$ cat src/rtl/ialu_pkg.sv
// rtl/ialu_pkg.sv - shared integer ALU types: default width, command codes, flag bundle
package ialu_pkg;

    localparam int IALU_XLEN = 32;

    typedef enum logic [3:0] {
        IALU_CMD_ADD     = 4'd0,
        IALU_CMD_SUB     = 4'd1,
        IALU_CMD_SUB_LT  = 4'd2,
        IALU_CMD_SUB_LTU = 4'd3,
        IALU_CMD_SUB_EQ  = 4'd4,
        IALU_CMD_SUB_NE  = 4'd5,
        IALU_CMD_SUB_GE  = 4'd6,
        IALU_CMD_SUB_GEU = 4'd7,
        IALU_CMD_MIN     = 4'd8,
        IALU_CMD_MAX     = 4'd9,
        IALU_CMD_MINU    = 4'd10,
        IALU_CMD_MAXU    = 4'd11
    } ialu_cmd_e;

    typedef struct packed {
        logic z;
        logic s;
        logic o;
        logic c;
    } ialu_flags_t;

endpackage

$ cat src/rtl/ialu_main_adder_if.sv
// rtl/ialu_main_adder_if.sv - operand/command and result bundle between EXU and the main adder
interface ialu_main_adder_if #(
    parameter int XLEN = ialu_pkg::IALU_XLEN
);
    logic            valid_i;
    logic [XLEN-1:0] exu2ialu_main_op1_i;
    logic [XLEN-1:0] exu2ialu_main_op2_i;
    logic [3:0]      exu2ialu_cmd_i;

    logic            valid_o;
    logic [XLEN-1:0] ialu2exu_main_res_o;
    logic            ialu2exu_cmp_res_o;
    logic            main_sum_pos_ovflw;
    logic            main_sum_neg_ovflw;
    logic            flag_z;
    logic            flag_s;
    logic            flag_o;
    logic            flag_c;
    logic            main_ops_diff_sgn;
    logic            main_ops_non_zero;

    modport master (
        output valid_i, exu2ialu_main_op1_i, exu2ialu_main_op2_i, exu2ialu_cmd_i,
        input  valid_o, ialu2exu_main_res_o, ialu2exu_cmp_res_o,
               main_sum_pos_ovflw, main_sum_neg_ovflw,
               flag_z, flag_s, flag_o, flag_c,
               main_ops_diff_sgn, main_ops_non_zero
    );

    modport slave (
        input  valid_i, exu2ialu_main_op1_i, exu2ialu_main_op2_i, exu2ialu_cmd_i,
        output valid_o, ialu2exu_main_res_o, ialu2exu_cmp_res_o,
               main_sum_pos_ovflw, main_sum_neg_ovflw,
               flag_z, flag_s, flag_o, flag_c,
               main_ops_diff_sgn, main_ops_non_zero
    );
endinterface

$ cat src/rtl/ialu_main_adder_core.sv
// rtl/ialu_main_adder_core.sv - combinational add/sub, flags, overflow and compare
// MAIN_ADDER_MINMAX_EN routes codes 8-11 through the subtract path with LT/LTU as compare.
module ialu_main_adder_core
    import ialu_pkg::*;
#(
    parameter int XLEN = IALU_XLEN
) (
    input  logic [XLEN-1:0] op1_i,
    input  logic [XLEN-1:0] op2_i,
    input  logic [3:0]      cmd_i,
    output logic [XLEN-1:0] sum_o,
    output ialu_flags_t     flags_o,
    output logic            pos_ovflw_o,
    output logic            neg_ovflw_o,
    output logic            cmp_o,
    output logic            diff_sgn_o,
    output logic            non_zero_o
);

    logic            is_add;
    logic [XLEN:0]   sum_ext;
    logic            a_msb;
    logic            b_msb;
    logic            r_msb;
    logic            lt_s;

    always_comb begin
        is_add = 1'b1;
        case (cmd_i)
            IALU_CMD_SUB, IALU_CMD_SUB_LT, IALU_CMD_SUB_LTU, IALU_CMD_SUB_EQ,
            IALU_CMD_SUB_NE, IALU_CMD_SUB_GE, IALU_CMD_SUB_GEU: is_add = 1'b0;
`ifdef MAIN_ADDER_MINMAX_EN
            IALU_CMD_MIN, IALU_CMD_MAX, IALU_CMD_MINU, IALU_CMD_MAXU: is_add = 1'b0;
`endif
            default: is_add = 1'b1;
        endcase
    end

    // Bit XLEN is carry for ADD and borrow for every subtract command.
    assign sum_ext = is_add ? ({1'b0, op1_i} + {1'b0, op2_i})
                            : ({1'b0, op1_i} - {1'b0, op2_i});

    assign a_msb = op1_i[XLEN-1];
    assign b_msb = op2_i[XLEN-1];
    assign r_msb = sum_ext[XLEN-1];

    always_comb begin
        pos_ovflw_o = 1'b0;
        neg_ovflw_o = 1'b0;
        if (is_add) begin
            pos_ovflw_o = ~a_msb & ~b_msb &  r_msb;
            neg_ovflw_o =  a_msb &  b_msb & ~r_msb;
        end else begin
            pos_ovflw_o = ~a_msb &  b_msb &  r_msb;
            neg_ovflw_o =  a_msb & ~b_msb & ~r_msb;
        end
    end

    assign sum_o     = sum_ext[XLEN-1:0];
    assign flags_o.c = sum_ext[XLEN];
    assign flags_o.z = (sum_ext[XLEN-1:0] == '0);
    assign flags_o.s = r_msb;
    assign flags_o.o = pos_ovflw_o | neg_ovflw_o;
    assign lt_s      = flags_o.s ^ flags_o.o;

    always_comb begin
        cmp_o = 1'b0;
        case (cmd_i)
            IALU_CMD_SUB_LT:  cmp_o = lt_s;
            IALU_CMD_SUB_LTU: cmp_o = flags_o.c;
            IALU_CMD_SUB_EQ:  cmp_o = flags_o.z;
            IALU_CMD_SUB_NE:  cmp_o = ~flags_o.z;
            IALU_CMD_SUB_GE:  cmp_o = ~lt_s;
            IALU_CMD_SUB_GEU: cmp_o = ~flags_o.c;
`ifdef MAIN_ADDER_MINMAX_EN
            IALU_CMD_MIN, IALU_CMD_MAX:   cmp_o = lt_s;
            IALU_CMD_MINU, IALU_CMD_MAXU: cmp_o = flags_o.c;
`endif
            default:          cmp_o = 1'b0;
        endcase
    end

    assign diff_sgn_o = a_msb ^ b_msb;
    assign non_zero_o = (op1_i != '0) && (op2_i != '0);

endmodule

$ cat src/rtl/ialu_main_adder.sv
// rtl/ialu_main_adder.sv - integer ALU main adder with one-cycle registered outputs
// MAIN_ADDER_MINMAX_EN adds MIN/MAX/MINU/MAXU operand selection.
module ialu_main_adder
    import ialu_pkg::*;
#(
    parameter int XLEN = IALU_XLEN
) (
    input  logic               clk,
    input  logic               rst,
    ialu_main_adder_if.slave   bus
);

    logic [XLEN-1:0] core_sum;
    ialu_flags_t     core_flags;
    logic            core_pos;
    logic            core_neg;
    logic            core_cmp;
    logic            core_diff;
    logic            core_nz;
    logic [XLEN-1:0] sel_res;

    logic [XLEN-1:0] res_d,   res_q;
    ialu_flags_t     flags_d, flags_q;
    logic            cmp_d,   cmp_q;
    logic            pos_d,   pos_q;
    logic            neg_d,   neg_q;
    logic            diff_d,  diff_q;
    logic            nz_d,    nz_q;
    logic            valid_d, valid_q;

    ialu_main_adder_core #(.XLEN(XLEN)) u_core (
        .op1_i       (bus.exu2ialu_main_op1_i),
        .op2_i       (bus.exu2ialu_main_op2_i),
        .cmd_i       (bus.exu2ialu_cmd_i),
        .sum_o       (core_sum),
        .flags_o     (core_flags),
        .pos_ovflw_o (core_pos),
        .neg_ovflw_o (core_neg),
        .cmp_o       (core_cmp),
        .diff_sgn_o  (core_diff),
        .non_zero_o  (core_nz)
    );

    // For min/max the core compare is the LT/LTU outcome of op1 - op2.
    always_comb begin
        sel_res = core_sum;
`ifdef MAIN_ADDER_MINMAX_EN
        case (bus.exu2ialu_cmd_i)
            IALU_CMD_MIN, IALU_CMD_MINU:
                sel_res = core_cmp ? bus.exu2ialu_main_op1_i : bus.exu2ialu_main_op2_i;
            IALU_CMD_MAX, IALU_CMD_MAXU:
                sel_res = core_cmp ? bus.exu2ialu_main_op2_i : bus.exu2ialu_main_op1_i;
            default: sel_res = core_sum;
        endcase
`endif
    end

    always_comb begin
        valid_d = bus.valid_i;
        res_d   = res_q;
        flags_d = flags_q;
        cmp_d   = cmp_q;
        pos_d   = pos_q;
        neg_d   = neg_q;
        diff_d  = diff_q;
        nz_d    = nz_q;
        if (bus.valid_i) begin
            res_d   = sel_res;
            flags_d = core_flags;
            cmp_d   = core_cmp;
            pos_d   = core_pos;
            neg_d   = core_neg;
            diff_d  = core_diff;
            nz_d    = core_nz;
        end
    end

    always_ff @(posedge clk) begin
        if (rst) begin
            valid_q <= 1'b0;
            res_q   <= '0;
            flags_q <= '0;
            cmp_q   <= 1'b0;
            pos_q   <= 1'b0;
            neg_q   <= 1'b0;
            diff_q  <= 1'b0;
            nz_q    <= 1'b0;
        end else begin
            valid_q <= valid_d;
            res_q   <= res_d;
            flags_q <= flags_d;
            cmp_q   <= cmp_d;
            pos_q   <= pos_d;
            neg_q   <= neg_d;
            diff_q  <= diff_d;
            nz_q    <= nz_d;
        end
    end

    assign bus.valid_o             = valid_q;
    assign bus.ialu2exu_main_res_o = res_q;
    assign bus.ialu2exu_cmp_res_o  = cmp_q;
    assign bus.main_sum_pos_ovflw  = pos_q;
    assign bus.main_sum_neg_ovflw  = neg_q;
    assign bus.flag_z              = flags_q.z;
    assign bus.flag_s              = flags_q.s;
    assign bus.flag_o              = flags_q.o;
    assign bus.flag_c              = flags_q.c;
    assign bus.main_ops_diff_sgn   = diff_q;
    assign bus.main_ops_non_zero   = nz_q;

endmodule

$ cat src/flat_wrapper.sv
// flat-port wrapper written by rule: the top's interface ports become plain ports
module ialu_main_adder_flat import ialu_pkg::*;
#(
    parameter int XLEN = IALU_XLEN
)
  (clk, rst, bus_valid_i, bus_exu2ialu_main_op1_i, bus_exu2ialu_main_op2_i, bus_exu2ialu_cmd_i, bus_valid_o, bus_ialu2exu_main_res_o, bus_ialu2exu_cmp_res_o, bus_main_sum_pos_ovflw, bus_main_sum_neg_ovflw, bus_flag_z, bus_flag_s, bus_flag_o, bus_flag_c, bus_main_ops_diff_sgn, bus_main_ops_non_zero);
  ialu_main_adder_if #(.XLEN(XLEN)) bus_i ();
  input  logic clk;
  input  logic rst;
  input wire logic [$bits(bus_i.valid_i)-1:0] bus_valid_i;
  input wire logic [$bits(bus_i.exu2ialu_main_op1_i)-1:0] bus_exu2ialu_main_op1_i;
  input wire logic [$bits(bus_i.exu2ialu_main_op2_i)-1:0] bus_exu2ialu_main_op2_i;
  input wire logic [$bits(bus_i.exu2ialu_cmd_i)-1:0] bus_exu2ialu_cmd_i;
  output wire logic [$bits(bus_i.valid_o)-1:0] bus_valid_o;
  output wire logic [$bits(bus_i.ialu2exu_main_res_o)-1:0] bus_ialu2exu_main_res_o;
  output wire logic [$bits(bus_i.ialu2exu_cmp_res_o)-1:0] bus_ialu2exu_cmp_res_o;
  output wire logic [$bits(bus_i.main_sum_pos_ovflw)-1:0] bus_main_sum_pos_ovflw;
  output wire logic [$bits(bus_i.main_sum_neg_ovflw)-1:0] bus_main_sum_neg_ovflw;
  output wire logic [$bits(bus_i.flag_z)-1:0] bus_flag_z;
  output wire logic [$bits(bus_i.flag_s)-1:0] bus_flag_s;
  output wire logic [$bits(bus_i.flag_o)-1:0] bus_flag_o;
  output wire logic [$bits(bus_i.flag_c)-1:0] bus_flag_c;
  output wire logic [$bits(bus_i.main_ops_diff_sgn)-1:0] bus_main_ops_diff_sgn;
  output wire logic [$bits(bus_i.main_ops_non_zero)-1:0] bus_main_ops_non_zero;
  assign bus_i.valid_i = bus_valid_i;
  assign bus_i.exu2ialu_main_op1_i = bus_exu2ialu_main_op1_i;
  assign bus_i.exu2ialu_main_op2_i = bus_exu2ialu_main_op2_i;
  assign bus_i.exu2ialu_cmd_i = bus_exu2ialu_cmd_i;
  assign bus_valid_o = bus_i.valid_o;
  assign bus_ialu2exu_main_res_o = bus_i.ialu2exu_main_res_o;
  assign bus_ialu2exu_cmp_res_o = bus_i.ialu2exu_cmp_res_o;
  assign bus_main_sum_pos_ovflw = bus_i.main_sum_pos_ovflw;
  assign bus_main_sum_neg_ovflw = bus_i.main_sum_neg_ovflw;
  assign bus_flag_z = bus_i.flag_z;
  assign bus_flag_s = bus_i.flag_s;
  assign bus_flag_o = bus_i.flag_o;
  assign bus_flag_c = bus_i.flag_c;
  assign bus_main_ops_diff_sgn = bus_i.main_ops_diff_sgn;
  assign bus_main_ops_non_zero = bus_i.main_ops_non_zero;
  ialu_main_adder #(.XLEN(XLEN)) u_core (.clk(clk), .rst(rst), .bus(bus_i));
endmodule
$ cat config.mk
export PLATFORM = sky130hd
export DESIGN_NAME = ialu_main_adder_flat
export DESIGN_NICKNAME = d
export VERILOG_FILES = /design/src/rtl/ialu_pkg.sv /design/src/rtl/ialu_main_adder_if.sv /design/src/rtl/ialu_main_adder_core.sv /design/src/rtl/ialu_main_adder.sv /design/src/flat_wrapper.sv
export SDC_FILE = /design/constraint.sdc
export NUM_CORES = 1
export LEC_CHECK = 0
export ABC_AREA = 1
export CAP_MARGIN = 0
export CELL_PAD_IN_SITES_DETAIL_PLACEMENT = 0
export CELL_PAD_IN_SITES_GLOBAL_PLACEMENT = 1
export CORE_MARGIN = 5
export CORE_UTILIZATION = 37
export CTS_CLUSTER_DIAMETER = 30
export CTS_CLUSTER_SIZE = 24
export DETAILED_ROUTE_END_ITERATION = 12
export PLACE_DENSITY = 0.9
export SLEW_MARGIN = 20
export SYNTH_ARGS = -nofsm -noshare
export SYNTH_HDL_FRONTEND = slang
export SYNTH_SLANG_ARGS = --single-unit
$ cat constraint.sdc
create_clock -name clk -period 7.2 [get_ports clk]
set_input_delay 1.8 -clock clk [delete_from_list [all_inputs] [get_ports clk]]
set_output_delay 1.8 -clock clk [all_outputs]
set_load 0.05 [all_outputs]
==> results of run 1 <==
## cells in the mapped netlist, types with 4 or more instances
cell type	number
nand4_1	18
nand3_1	47
o21ai_0	34
ha_1	33
xor2_1	25
nor2_2	4
nor4_1	8
clkinv_1	4
clkbuf_1	15
nor3_1	16
inv_1	190
inv_2	16
nand2_1	310
nor2_1	131
and2_1	4
a21oi_1	26
xnor2_1	15
dfxtp_1	41
nor3_2	4
o211ai_1	4
a31oi_1	4
## state kept, by name (all words and copies together), names as in the netlist
register and cells:
u_core.bus.flag_c 1, u_core.bus.flag_o 1, u_core.bus.flag_s 1, u_core.bus.flag_z 1, u_core.bus.ialu2exu_cmp_res_o 1, u_core.bus.ialu2exu_main_res_o 31
u_core.bus.main_ops_diff_sgn 1, u_core.bus.main_ops_non_zero 1, u_core.bus.main_sum_neg_ovflw 1, u_core.bus.main_sum_pos_ovflw 1, u_core.bus.valid_o 1
## routing by layer
layer,global-route usage (%),share of wire [%],vias up
li1,-,-,3191
met1,27.5,52,2487
met2,29.5,41,144
met3,1.33,4.9,21
met4,5.87,2.3,0
met5,0,0,-
## layout make-up
class	instances	share of cell area (%)
Tap cell	180	3.36
Timing Repair Buffer	115	17.1
Multi-Input combinational cell	707	53.2
Clock inverter	1	0.0747
Clock buffer	7	2.28
Inverter	210	11.8
Sequential cell	41	12.3
## report_power, final
| group | switching, mW | internal, mW |
|---|---|---|
| clock | 0.0838 | 0.147 |
| combinational | 0.431 | 0.233 |
| sequential | 0.0135 | 0.252 |
## path summary, 6_finish.rpt
path | endpoint | slack (ps) | cells past startpoint
setup reg to reg | u_core.bus.ialu2exu_main_res_o[5]$_SDFFE_PP0P_ | 6490 | 4
hold / removal | u_core.bus.flag_z$_SDFFE_PP0P_ | 460 | 2
hold reg to reg | u_core.bus.flag_z$_SDFFE_PP0P_ | 460 | 2
setup / recovery | u_core.bus.ialu2exu_cmp_res_o$_SDFFE_PP0P_ | 1490 | 31
## cell families after synthesis
logic type / count (synthesis) / share of synthesized area (%)
AND/OR/NAND/NOR: 551 / 44.0
flip-flops: 41 / 15.7
adder cells (fa/ha/maj): 34 / 8.27
XOR/XNOR: 40 / 6.69
AO/OA/AOI/OAI: 82 / 9.08
buffers and inverters: 226 / 16.3
## metrics by stage
stage          cells  util, %  hold WS [ps]
2_1_floorplan    974        -           687
3_3_place_gp    1253     47.1           456
3_5_place_dp    1253     47.1           457
4_1_cts         1261     48.2           466
5_1_grt         1261     48.2           491
6_report        1261     48.2           463
## worst min-delay path, delay by kind of cell, from the launching register on
| family | cells | cell delay [ps] |
|---|---|---|
| AOI/OAI and AO/OA | 1 | 50 |
| DFF | 1 | 310 |
| and+or+nand+nor | 1 | 60 |
==> summary by stage, run 1 <==
Hold path
The worst min-delay path startpoint is u_core.bus.flag_z$_SDFFE_PP0P_. The worst min-delay path class is reg -> reg.

Pwr
The analysis attributes to cell leakage a power of around 3.6 nW. The design draws around 1.2 mW. The ratio of total power to cell area is roughly 170 nW/um^2. VDD sags by at most between 0.08 and 0.09 mV.

Place
The detailed placer's ending HPWL is 13700 um. The count of input and output buffers is around 110. The final RePlAce weighted congestion is between 0.9 and 1. The pre-CTS setup slack is 1200 ps. The placed instances occupy a cell area of 6540 um^2.

Finish
The register area is between 800 and 900 um^2. The filler cells instantiated in the layout total 1542. The post-route netlist has 4.26% of its cells at a drive strength greater than 1.

After routing the design area is between 6000 and 7000 um^2. The layout overhead on the synthesized area is 27.9%. The number of nets in the finished design is 1185. In the layout the commonest cells are nand2_1 (310), inv_1 (190), nor2_1 (131).

0 antenna diodes ended up in the layout. The multi-input gate area in the final layout is approximately 3600 um^2. The most frequent standard cell in the layout excluding fill and tap cells is nand2_1.

Worst setup path
At the worst endpoint, the required time is 7360 ps. The cell family contributing the most delay on the critical path is simple AND/OR/NAND/NOR gates. The arrival time at the worst endpoint is 5870 ps. Along the worst path, the maximum fanout reaches 5. The startpoint kind of the worst setup timing path is a primary input. In this run the critical register-to-register path is launched from u_core.bus.ialu2exu_main_res_o[5]$_SDFFE_PP0P_.

The critical path starts at bus_exu2ialu_main_op2_i[0]. The highest-delay cell along the critical path is clkdlybuf4s50_1. The critical path in this run is classified as in -> reg. STA classifies the critical path endpoint as a flop. The number of buffers and inverters on the critical path is 5. The most frequent cell on the critical path is nand2_1. The largest single stage delay on the critical path is 470 ps.

Synth
The proportion of netlist area held by the largest area contributor is 22.2%. The cell count after synthesis is 974. The synthesized design contains 0 enable-type register cells.

The distinct cell type count of the synthesized netlist is 37. Yosys printed 0 warnings. Ranked by total cell area, the synthesized netlist is headed by nand2_1 (22%), dfxtp_1 (16%), inv_1 (14%), nor2_1 (9.4%), ha_1 (7.9%). The number of nets in the synthesized netlist is roughly 1100.

In the synthesized netlist the dominant register cell turns out to be dfxtp_1. The dominant cell type by area after synthesis is nand2_1. Counting flops with an async set or reset pin after synthesis yields a share of 0%.

The post-synthesis area per instance is 5.37 um^2. The flop and latch count out of synthesis is 41. The sequential element share of the synthesized area is between 10% and 20%.

The synthesized netlist occupies a cell area of about 5200 um^2.

Floorplanning
After floorplanning, the core was sized to cover 13900 um^2. The area enclosed by the die boundary is 16600 um^2. The I/O pin count is 113.

The floorplan step set the die height to between 100 and 150 um. The initial utilization of the core area, before any placement, comes to 37.7%. The floorplan step set the die width to 129 um.

The row count is 43.

Clock network
The clock reaches the later pin of the worst-skew pair after about 280 ps. CTS saw 41 sinks. The TritonCTS clock tree is built. The longest clock path from root to sink contains 2 buffers. The count of H-tree levels built during CTS is 2.

The number of resized instances in the post-cts repair step is 0. Clock tree synthesis selected as its root buffer the cell clkbuf_16. The total clock buffers created by CTS is 5.

Buffers inserted to repair hold after CTS numbered 0. After clock tree synthesis, the clock-pin slew on the worst setup and hold paths is 60 ps. The number of post-CTS setup repair buffers is 0.

Job
The number of violations of the max-capacitance limit is 0.

Detailed routing
The sum of routed wire length over all layers is 15600 um. The residual DRC count is 0. In this run, the number of DRC markers left after iteration 0 of detailed routing was 375. The detailed-route vias per instance is 4.63.

The first TritonRoute pass finished after 5 iterations. Across all layers, the routed design uses 5843 vias. The count of nets left with antenna violations once routing finished came out at 0. The routed wirelength normalized by instance count is 12.4 um.

Global routing
The total overflow left after global routing is 0. The total global-route track usage is 18.8%. The initial antenna violation count is 0.

The number of global-route vias before repair is 5392. Entering global routing, the biggest net connects between 40 and 50 pins. The global-route wire length before repair is ~26000 um.

Timing
For this run, the top clock speed supported by timing is ~180 MHz. For the pin with the worst max-slew slack, the measured transition is 900 ps. The post-route worst setup slack is 1490 ps.

The count of final hold-check violations is 0. The final-report setup violation count is 0. The max-slew violation count came to 0. Setup repair after global routing left no endpoint under its margin. The routed design could run at a clock period as short as 5710 ps.

The share of the clock period used by the worst path is 79.2%. The final total negative setup slack is 0 ps. Between clock sinks in the finished design, the worst skew comes to 0 ps. In this run the tightest slew margin relative to its limit is 39.9%.

Status
The flow ran to the end, and the final reports show no timing, DRC or antenna violations.
(Power assumes the default switching activity.)
==> run 2, diff against run 1 <==
Settings changed: CORE_UTILIZATION 37 to 31, PLACE_DENSITY 0.9 to 0.81.
Clock period 7.2 ns to 5 ns, I/O delays scaled along.
==> run 2 against run 1 <==
Via count up 2.8%. Sequential power up 44%. Worst hold slack better by 3.4 ps. Power up 58%. Wire length up 8.5%. Clock skew unchanged. Critical path type unchanged. Largest cell class unchanged. Largest power group unchanged. Highest routed layer unchanged.
==> summary by stage, run 2 (synthesis gave the netlist of run 1 again) <==
Timing
Derived from the worst setup path, the maximum achievable clock frequency is around 220 MHz. The routed design could run at a clock period as short as 4640 ps. The final-report setup violation count is 0 (unchanged).

The count of final hold-check violations came to 0 (unchanged). The max-slew violation count came to 0 (unchanged). In the finished design, the share of the clock period the worst path needs comes to between 90 and 100%. The actual slew at the worst max-slew pin is 900 ps (-0.0387 ps).

The final setup skew is 0 ps (unchanged). The tightest slew margin relative to the limit is 39.9% (about the same).

Worst setup path
The buffers plus inverters on the worst setup path is 5 (unchanged). The required time reported for the critical path endpoint is 5170 ps (-2190 ps). The arrival time at the worst endpoint is 4810 ps (-1060 ps). The startpoint kind of the worst setup timing path is a primary input. Counting stages on the worst path, the most repeated cell is nand2_1. The critical path class is in -> reg. The largest driver fanout on the critical path is 4 (-1). The element type at the critical path end is a flop. The cell family contributing the most delay on the critical path is simple AND/OR/NAND/NOR gates. The biggest cell delay along the critical path came to 340 ps (-130 ps). The highest-delay cell along the critical path is ha_2.

Place
The count of input and output buffers is 112 (unchanged). The final RePlAce weighted congestion is 0.866 (-6.0%). The placed cell count is 1374 (+9.7%). The cell area reported after detailed placement was 7210 um^2 (+10%). The detailed placer's ending HPWL was 14800 um (+8.3%).

Floorplanning
The row count is 47 (+9.3%). The die span in x is 140 um (+8.5%). The overall die height is 140 um (+8.5%). The starting utilization of the core area came to 31.6% (-6.1 points). The area enclosed by the die boundary is 19600 um^2 (+18%). The core footprint is 16600 um^2 (+19%). The I/O pin count is 113 (unchanged).

Clock network
The hold-fix buffer count after cts is 0 (unchanged). The number of buffers between clock root and the deepest sink came to 2 (unchanged). The library cell used as clock root buffer is clkbuf_16.

The count of H-tree levels built during CTS is 2 (unchanged). The clock transition time at the flip-flop clock pins of the worst setup and hold paths is 60 ps (about the same). TritonCTS built the clock tree. The clock latency of the later-clocked register in the worst-skew pair is 280 ps (about the same). The total clock buffers created by CTS came to 5 (unchanged). The total number of clock tree sinks came to 41 (unchanged).

Finish
The flip-flop count of the largest register after layout is 31 (unchanged). The layout overhead on the synthesized area is 45.3%. The antenna diode instance count was 0 (unchanged). In the layout the commonest cells are nand2_1 (297), inv_1 (186), nor2_1 (119). The post-route standard cell area excluding fillers is 7610 um^2 (+14%). The proportion of layout cells with a drive suffix above 1 is 15.3% (+11 points).

The count of filler cells inserted in the layout was 1826 (+18%). The most frequent standard cell in the layout excluding fill and tap cells is nand2_1. The final instance count without filler cells is 1390 (+10%). The final cell utilization of the core is 45.9% (-2.4 points). The number of nets in the finished design is 1275 (+7.6%).

Global routing
The maximum number of pins on one net before global-route repair is 43 (unchanged). The final global-route overflow total is 0 (unchanged). The total global-route track usage was 16.9% (-2.0 points). In this run the most used layer during global routing was met2.

The number of global-route vias before repair came to 5489 (+1.8%). The met1 routing resource usage after global routing was 25.7% (-1.8 points). The met2 usage in global routing is 26.2% (-3.3 points). The met3 usage in global routing is 1.64% (+0.31 points). The initial antenna violation count is 0 (unchanged).

The global-route wire length before repair is 27400 um (+7.3%).

Pwr
The ratio of total power to cell area came to 240 nW/um^2 (+39%). The post-layout total power was 1.83 mW (+58%). The maximum VDD drop is 0.214 mV (+150%).

The reported leakage power was 4.14 nW (+14%).

Detailed routing
The post-route antenna net violation count was 0 (unchanged). The routed wirelength normalized by instance count is 12.2 um (-1.6%). The length of the first detailed-routing pass in iterations is 7 (+2). The sum of routed wire length over all layers is 16900 um (+8.5%). The detailed-route vias per instance came to 4.32 (-6.7%). The number of vias in the routed layout is 6008 (+2.8%). The residual DRC count is 0 (unchanged). The number of DRC violations after detailed-routing iteration 0 was 375 (unchanged).

Status
The run finished with clean final reports.

Job
The number of violations of the max-capacitance limit is 0 (unchanged).

Hold path
The worst min-delay path class is reg -> reg.
run 2: changes by cell type in the layout (fill, tap and decap cells not counted), moves of 9 or more:
| cell | before | now |
|---|---|---|
| buf_4 | 3 | 92 |
| nand2_1 | 310 | 297 |
| nand2_2 | 2 | 14 |
| nor2_1 | 131 | 119 |
| nor2_2 | 4 | 14 |
| clkdlybuf4s50_1 | 112 | 103 |
run 2: power by group:
part / internal (mW) / switching [mW] / total [mW]
sequential: 0.363 / 0.0188 / 0.382
combinational: 0.458 / 0.673 / 1.13
clock: 0.196 / 0.120 / 0.315
run 2: layer usage:
| layer | part of all wire [%] | routed length, um | vias up |
|---|---|---|---|
| met5 | 0 | 0 | - |
| met4 | 0.65 | 110 | 0 |
| met3 | 4.7 | 791 | 7 |
| met2 | 42 | 7100 | 111 |
| met1 | 53 | 8900 | 2518 |
| li1 | - | - | 3372 |
run 2: final timing paths:
kind                                                         from                                         endpoint  slack [ps]  cells after the start
setup / recovery                       bus_exu2ialu_main_op2_i[0]       u_core.bus.ialu2exu_cmp_res_o$_SDFFE_PP0P_         360                     31
hold / removal         u_core.bus.main_sum_neg_ovflw$_SDFFE_PP0P_       u_core.bus.main_sum_neg_ovflw$_SDFFE_PP0P_         470                      2
setup reg to reg  u_core.bus.ialu2exu_main_res_o[24]$_SDFFE_PP0P_  u_core.bus.ialu2exu_main_res_o[24]$_SDFFE_PP0P_        4310                      4
hold reg to reg        u_core.bus.main_sum_neg_ovflw$_SDFFE_PP0P_       u_core.bus.main_sum_neg_ovflw$_SDFFE_PP0P_         470                      2
run 2: worst reg2reg max path: stages (launching register included):
cell and delay (ps):
dfxtp_1 340, nor2_1 50, nor2_1 90, o21ai_0 80
inv_1 80
run 2: timing repair:
item                                   in CTS  in global routing
endpoints found under the hold margin       0                  0
setup endpoints to repair                   0                 12
gates resized for setup                     0                 70
buffers inserted                            0                  9
run 2: per-stage QoR:
step,worst slack [ps],hold WS [ps],setup TNS [ps]
after global routing,-7.38,497,-7.38
after CTS,4.21,469,0
after global placement,-255,456,-461
final,359,466,0
after detailed placement,-289,460,-766
after floorplan,612,687,0
run 2: cell type report:
cell class                      count  area [um^2]  share of cell area, %
Tap cell                          220          275                   3.62
Clock buffer                        7          143                   1.88
Inverter                          210          793                   10.4
Multi-Input combinational cell    707         3730                   49.0
Timing Repair Buffer              205         1850                   24.3
Sequential cell                    41          821                   10.8
